## src/rtl/dmem_lsu.sv

```systemverilog
// Load/store unit between the core and a word-organised data memory bank.
// Optional LSU_STATS_EN adds saturating load/store/error counters.
module dmem_lsu #(
    parameter int unsigned ADDR_W  = 8,
    parameter int unsigned RD_WAIT = 1
) (
    input  logic              clk,
    input  logic              rst_n,
    input  logic              req_valid,
    output logic              req_ready,
    input  logic              req_we,
    input  logic [1:0]        req_size,
    input  logic              req_unsigned,
    input  logic [ADDR_W+1:0] req_addr,
    input  logic [31:0]       req_wdata,
    output logic              resp_valid,
    output logic [31:0]       resp_rdata,
    output logic              resp_err,
    output logic              mem_read,
    output logic              mem_write,
    output logic [ADDR_W-1:0] mem_addr,
    output logic [31:0]       mem_wdata,
    input  logic [31:0]       mem_rdata
`ifdef LSU_STATS_EN
    ,
    output logic [15:0]       stat_loads,
    output logic [15:0]       stat_stores,
    output logic [15:0]       stat_errs
`endif
);

    typedef enum logic [1:0] {IDLE, RD, WR, RESP} state_t;

    state_t            state, state_nxt;
    logic              we_q, uns_q, err_q;
    logic [1:0]        size_q;
    logic [ADDR_W+1:0] addr_q;
    logic [31:0]       wdata_q, word_q;
    logic [2:0]        rd_cnt;
    logic              req_err, rd_last, accept;
    logic [7:0]        lane_b;
    logic [15:0]       lane_h;
    logic [31:0]       load_val, merged;

    assign accept  = (state == IDLE) && req_valid;
    assign rd_last = (rd_cnt == 3'(RD_WAIT - 1));

    always_comb begin
        req_err = 1'b0;
        case (req_size)
            2'b01:   req_err = req_addr[0];
            2'b10:   req_err = (req_addr[1:0] != 2'b00);
            2'b11:   req_err = 1'b1;
            default: req_err = 1'b0;
        endcase
    end

    always_ff @(posedge clk or negedge rst_n) begin
        if (!rst_n) begin
            state   <= IDLE;
            we_q    <= 1'b0;
            uns_q   <= 1'b0;
            err_q   <= 1'b0;
            size_q  <= '0;
            addr_q  <= '0;
            wdata_q <= '0;
            word_q  <= '0;
            rd_cnt  <= '0;
        end else begin
            state <= state_nxt;
            if (accept) begin
                we_q    <= req_we;
                uns_q   <= req_unsigned;
                err_q   <= req_err;
                size_q  <= req_size;
                addr_q  <= req_addr;
                wdata_q <= req_wdata;
                rd_cnt  <= '0;
            end
            if (state == RD) begin
                if (rd_last) word_q <= mem_rdata;
                else         rd_cnt <= rd_cnt + 3'd1;
            end
        end
    end

    always_comb begin
        state_nxt = state;
        case (state)
            IDLE: if (req_valid) begin
                if (req_err)                         state_nxt = RESP;
                else if (req_we && req_size == 2'b10) state_nxt = WR;
                else                                 state_nxt = RD;
            end
            RD:   if (rd_last) state_nxt = we_q ? WR : RESP;
            WR:   state_nxt = RESP;
            RESP: state_nxt = IDLE;
            default: state_nxt = IDLE;
        endcase
    end

    // Little-endian lane extraction and merge, both from the captured word.
    always_comb begin
        lane_b   = word_q[{addr_q[1:0], 3'b000} +: 8];
        lane_h   = addr_q[1] ? word_q[31:16] : word_q[15:0];
        load_val = word_q;
        merged   = wdata_q;
        case (size_q)
            2'b00: begin
                load_val = uns_q ? {24'd0, lane_b} : {{24{lane_b[7]}}, lane_b};
                merged   = word_q;
                merged[{addr_q[1:0], 3'b000} +: 8] = wdata_q[7:0];
            end
            2'b01: begin
                load_val = uns_q ? {16'd0, lane_h} : {{16{lane_h[15]}}, lane_h};
                merged   = addr_q[1] ? {wdata_q[15:0], word_q[15:0]}
                                     : {word_q[31:16], wdata_q[15:0]};
            end
            default: begin
                load_val = word_q;
                merged   = wdata_q;
            end
        endcase
    end

    always_comb begin
        req_ready  = (state == IDLE);
        resp_valid = (state == RESP);
        resp_err   = (state == RESP) && err_q;
        resp_rdata = ((state == RESP) && !err_q && !we_q) ? load_val : '0;
        mem_read   = (state == RD);
        mem_write  = (state == WR);
        mem_addr   = (state != IDLE) ? addr_q[ADDR_W+1:2] : '0;
        mem_wdata  = (state == WR) ? merged : '0;
    end

`ifdef LSU_STATS_EN
    always_ff @(posedge clk or negedge rst_n) begin
        if (!rst_n) begin
            stat_loads  <= '0;
            stat_stores <= '0;
            stat_errs   <= '0;
        end else if (state == RESP) begin
            if (err_q) begin
                if (stat_errs != 16'hFFFF) stat_errs <= stat_errs + 16'd1;
            end else if (we_q) begin
                if (stat_stores != 16'hFFFF) stat_stores <= stat_stores + 16'd1;
            end else begin
                if (stat_loads != 16'hFFFF) stat_loads <= stat_loads + 16'd1;
            end
        end
    end
`endif

endmodule

```

## config.mk

```make
export PLATFORM = sky130hd
export DESIGN_NAME = dmem_lsu
export DESIGN_NICKNAME = d
export VERILOG_FILES = /design/src/rtl/dmem_lsu.sv
export SDC_FILE = /design/constraint.sdc
export NUM_CORES = 1
export LEC_CHECK = 0
export CAP_MARGIN = 30
export CORE_AREA = 2 2 115 128
export CTS_BUF_LIST = sky130_fd_sc_hd__clkbuf_8
export CTS_CLUSTER_SIZE = 14
export DETAILED_ROUTE_END_ITERATION = 8
export DIE_AREA = 0 0 117 130
export HOLD_SLACK_MARGIN = 0.06
export PLACE_DENSITY = 0.69
export SLEW_MARGIN = 15
export SYNTH_ARGS = -nofsm -noshare
export SYNTH_HDL_FRONTEND = slang
export SYNTH_SLANG_ARGS = --single-unit
```

## constraint.sdc

```tcl
create_clock -name clk -period 2 [get_ports clk]
set_input_delay 0.3 -clock clk [delete_from_list [all_inputs] [get_ports clk]]
set_output_delay 0.3 -clock clk [all_outputs]
set_load 0.03 [all_outputs]
```

======== After elaboration in Yosys (flattened, before gate mapping) ========
Cells that the tools add are included.
operators by class
  add/sub/neg operators ................... 2
  mux-type cells .......................... 20
  shifts and indexed selects .............. 3
  reductions and logical operators ........ 14
  equal/unequal tests ..................... 9
operators with widths
  operator                  count
  $mux W32                  5
  $pmux W32 S2              2
  $bwmux W32                1
  $shift A8 B7 Y32 const A  1
  $shiftx A32 B6 Y8         1
  $shiftx A8 B7 Y32         1
  $mux W16                  1
  $mux W3                   3
  $eq A2 B2 Y1 const B      4
  $mux W2                   4
  $mux W8                   1
  $pmux W2 S4               1
  $neg A5 Y7                1
  $eq A2 B1 Y1 const B      3
  $logic_and A1 B1 Y1       5
  $logic_not A2 Y1          2
  $reduce_and A2 Y1         2
  $reduce_bool A2 Y1        2
  $add A3 B1 Y3 const B     1
  $logic_not A3 Y1          1
  $pmux W1 S3               1
  $logic_not A1 Y1          2
  $ne A2 B1 Y1 const B      1
  $ne A2 B2 Y1 const B      1
  $mux W1                   1
storage, ports and cells
  logic and storage cells ................. 57
  output and inout bits ................... 77
  register bits after elaboration ......... 84

======== Longest topological paths before layout ========
  depth in word-level cells ............... 6
  gate-level depth with buffers ........... 8
  gate-level depth less buffers ........... 6

======== Worst setup path before layout ========
No wires, ideal clock.
  kind .................................... reg-to-output
  from .................................... register addr_q[1]
  to ...................................... output mem_wdata[0]
  data required time ...................... 1,700 ps
  cell stages (with the launch flop) ...... 8
  slack ................................... -783 ps
  data arrival time ....................... 2,483 ps
  cells stage by stage .................... dfrtp_1 -> buf_4 -> inv_1 -> buf_2 -> ha_1 -> nor3_2 -> a221oi_1 -> a211oi_1
between the ends
  cells in the longest elaborated chain, start to end .. 5
  elaborated cells on any way between the ends .. 7
RTL lines
  element                                                       line  RTL
  start, declared                                               37    logic [ADDR_W+1:0] addr_q;
  start signal, assigned                                        76    addr_q <= req_addr;
  $neg A5 Y7                                                    112   merged[{addr_q[1:0], 3'b000} +: 8] = wdata_q[7:0];
  $shiftx A8 B7 Y32 / $shift A8 B7 Y32 (equally long branches)  112
  $bwmux W32                                                    112
  $pmux W32 S2 (*)                                              108   case (size_q)
  $mux W32 (*)                                                  134   mem_wdata = (state == WR) ? merged : '0;
  end, declared                                                 22    output logic [31:0] mem_wdata,
Mark *: on every way between the ends. The rest lies on a longest branch, timed or not.

======== Worst setup path after layout ========
  from .................................... register addr_q[0]
  to ...................................... output mem_wdata[14]
between the ends
  cells in the longest elaborated chain, start to end .. 5
  elaborated cells on any way between the ends .. 6
RTL lines
  element                                                       line
  $neg A5 Y7 (*)                                                112
  $shiftx A8 B7 Y32 / $shift A8 B7 Y32 (equally long branches)  112
  $bwmux W32 (*)                                                112
  $pmux W32 S2 (*)                                              108
  $mux W32 (*)                                                  134
Marked as above.

==> results by group <==
Run status
  • Outcome: finished, violations left
  • Failing checks: setup timing

STA
  • Clock Skew: 0.008360 ns
  • Worst rel slew slack: 64.80%
  • Tcrit/Tclk final: 123.1%
  • Fin Hold WS: 0.3845 ns
  • Fmax: 406.1 MHz
  • Worst slew pin tran: between 0.5 and 0.6 ns
  • Final-report setup violation count: 64
  • Pins Over Slew Limit: 0
  • Setup TNS: -23.13 ns
  • Final hold viol count: 0
  • RSZ-0062 raised after global routing: yes
  • Min Clock Period, post-route: 2.462 ns
  • Post-route setup slack: -0.4624 ns

Final layout
  • Share of cells above drive strength 1: a little under three fifths
  • Final Net Count: approximately 820
  • ANT cells: 0
  • Area growth syn-to-layout: 70.39%
  • Final core occ: between 60% and 70%
  • Cell area after layout: 0.009244 sq mm
  • Fillers: 1056

Floorplan
  • Placement Rows: 46
  • Die Width: 117 um
  • Die height: 130 um
  • I/O Pins: 158
  • Initial Util: 38.47%
  • Core area: between 0.01 and 0.015 sq mm
  • Die area: 0.01521 sq mm

Synth
  • Synth warn: 0
  • Most area-hungry cell type in the Yosys netlist: dfrtp_1
  • Ys flop type: dfrtp_1
  • Asr flop ratio synth: between 90% and 100%
  • Post-synth top cells: 95 x mux2_2, 84 x dfrtp_1, 58 x nand2_1
  • Distinct cells, synth: 47
  • Post-synth top area share: roughly 39%
  • #FFs+latches synth: 84
  • Sequential share of the synthesized area: 38.75%
  • Number of flops mapped to enable cells by yosys: 0
  • Cells after Synth: 518
  • Total nets after synthesis: 610
  • Area contributors post-synth: dfrtp_1 39%, mux2_2 20%, nand2_1 4.0%
  • Mapped cell area: approximately 0.0054 sq mm
  • Most frequent cell after synthesis: mux2_2
  • Avg Cell Area, Syn: between 10 and 15 sq um

Worst setup path
  • Critical path class: register to primary output
  • Worst Path Arrival: 2.16 ns
  • Setup crit end kind: primary output
  • CP Max Fanout: 5
  • CP required: roughly 1.7 ns
  • Critical Path Start Type: register

Clocking
  • CTS tree: yes
  • Clk sinks: 84
  • H-tree depth: 3
  • Longest Clk Path Bufs: 2
  • Clock Tree Root: clkbuf_8
  • Clk slew on worst S/H paths: 0.09 ns
  • CTS Buf Count: 9
  • Skew-Pair Late Insertion Delay: approximately 0.4 ns

GRT
  • Wire length of the first global-routing pass: 30740 um
  • Gr usage total: a little over a quarter
  • Global route overflow: 0
  • Largest net degree at the start of global routing: 47
  • Initial antenna violation count: 0
  • Number of global-route vias before repair: roughly 5600

Placed design
  • # port buffers: 157
  • Routability Congestion: 0.9193
  • Dpl ws: -0.1017 ns
  • Area after DPL: 0.008533 sq mm
  • DPL Wire Length: about 15000 um

Routing
  • Vias after detailed routing: 5352
  • Routed WL: 20420 um
  • Antenna viol nets, final: 0
  • DRC viols: 0
  • Wire length per cell: roughly 22 um
  • Drt first pass iters: 6
  • Vias per cell: 5.817
  • Initial DRC count: 581

Run
  • Max_cap viols: 0

Pwr
  • Leak: around 0.0037 uW
  • VDD IR max: about 1.3 mV
  • PD cells: 1937 mW/mm^2

Worst hold path
  • Hold WC Path Type: input port to async pin
==> sequential cells by signal (all words and copies together), names as in the netlist <==
name / flops
wdata_q: 32
word_q: 32
addr_q: 10
rd_cnt: 3
size_q: 2
state: 2
err_q: 1
uns_q: 1
we_q: 1
==> worst max-delay path: stages, from the launching register on <==
cell and delay, ns:
dfrtp_2 0.43, clkinv_4 0.10, ha_4 0.32, nand2_4 0.05
nor3_4 0.19, buf_4 0.17, a32oi_2 0.13, a31oi_4 0.23
buf_12 0.15
==> final timing paths <==
check,startpoint,end,slack (ns),depth (start not counted)
worst max-delay path,addr_q[0],mem_wdata[14],-0.46,8
worst min-delay path,rst_n,word_q[0],0.38,2
worst max register to register,state[1],word_q[25],0.18,7
worst min register to register,addr_q[5],addr_q[5],0.51,1
max in group asynchronous,rst_n,addr_q[8],1.03,3
min in group clk,addr_q[5],addr_q[5],0.51,1
==> stage by stage <==
stage / cells / total power [uW]
after floorplan: 518 / 10770
after global placement: 895 / 15180
after detailed placement: 895 / 15420
after CTS: 919 / 17550
after global routing: 920 / 18730
final: 920 / 17910
==> what timing repair did <==
action / in CTS / in global routing
pin swaps: 15 / 21
cloned: 0 / 0
endpoints found under the setup margin: 76 / 73
endpoints found under the hold margin: 25 / 0
buffers inserted: 7 / 3
resized for setup: 78 / 34
hold buffers: 1 / 0
==> metal layers <==
metal,vias up,share of wire [%],global-route usage (%),wire [um]
met2,246,52,46.99,10530
met3,57,6.5,5.620,1322
li1,2364,-,-,-
met4,0,3.9,11.70,786
met1,2685,38,32.76,7774
met5,-,0,0,0
==> logic make-up after synthesis <==
logic type               after synthesis  synth area share [%]
AO/OA/AOI/OAI                        149                 20.64
multiplexers                         105                 23.18
adder cells (fa/ha/maj)               11                 2.537
AND/OR/NAND/NOR                      109                 9.987
buffers and inverters                 60                 4.912
flip-flops                            84                 38.75
==> placed cells by master (no fill, tap or decap), types with 10 or more instances in the layout <==
cell	count
a32oi_2	14
buf_12	39
nand2_1	44
a22o_1	15
mux2_2	95
a32oi_1	10
a22oi_1	16
clkdlybuf4s50_1	79
buf_4	74
inv_1	14
buf_6	37
nor3_4	10
dfrtp_1	81
o21ai_0	19
a21oi_2	16
==> where the power goes <==
| group | internal [uW] | switching (uW) | total [uW] |
|---|---|---|---|
| sequential | 2570 | 1460 | 4030 |
| clock | 583 | 687 | 1270 |
| combinational | 6070 | 6530 | 12600 |
==> final cells by class <==
type | instances | area (sq um) | share of cell area, %
clock buffers | 9 | 123.9 | 1.340
clock inverters | 7 | 75.07 | 0.8121
inverters | 19 | 91.34 | 0.9881
multi-input cells | 374 | 3999 | 43.26
flip-flops and latches | 84 | 2106 | 22.78
well taps | 192 | 240.2 | 2.599
repair buffers | 235 | 2609 | 28.22
No activity file was read; power rests on OpenSTA's default activity.
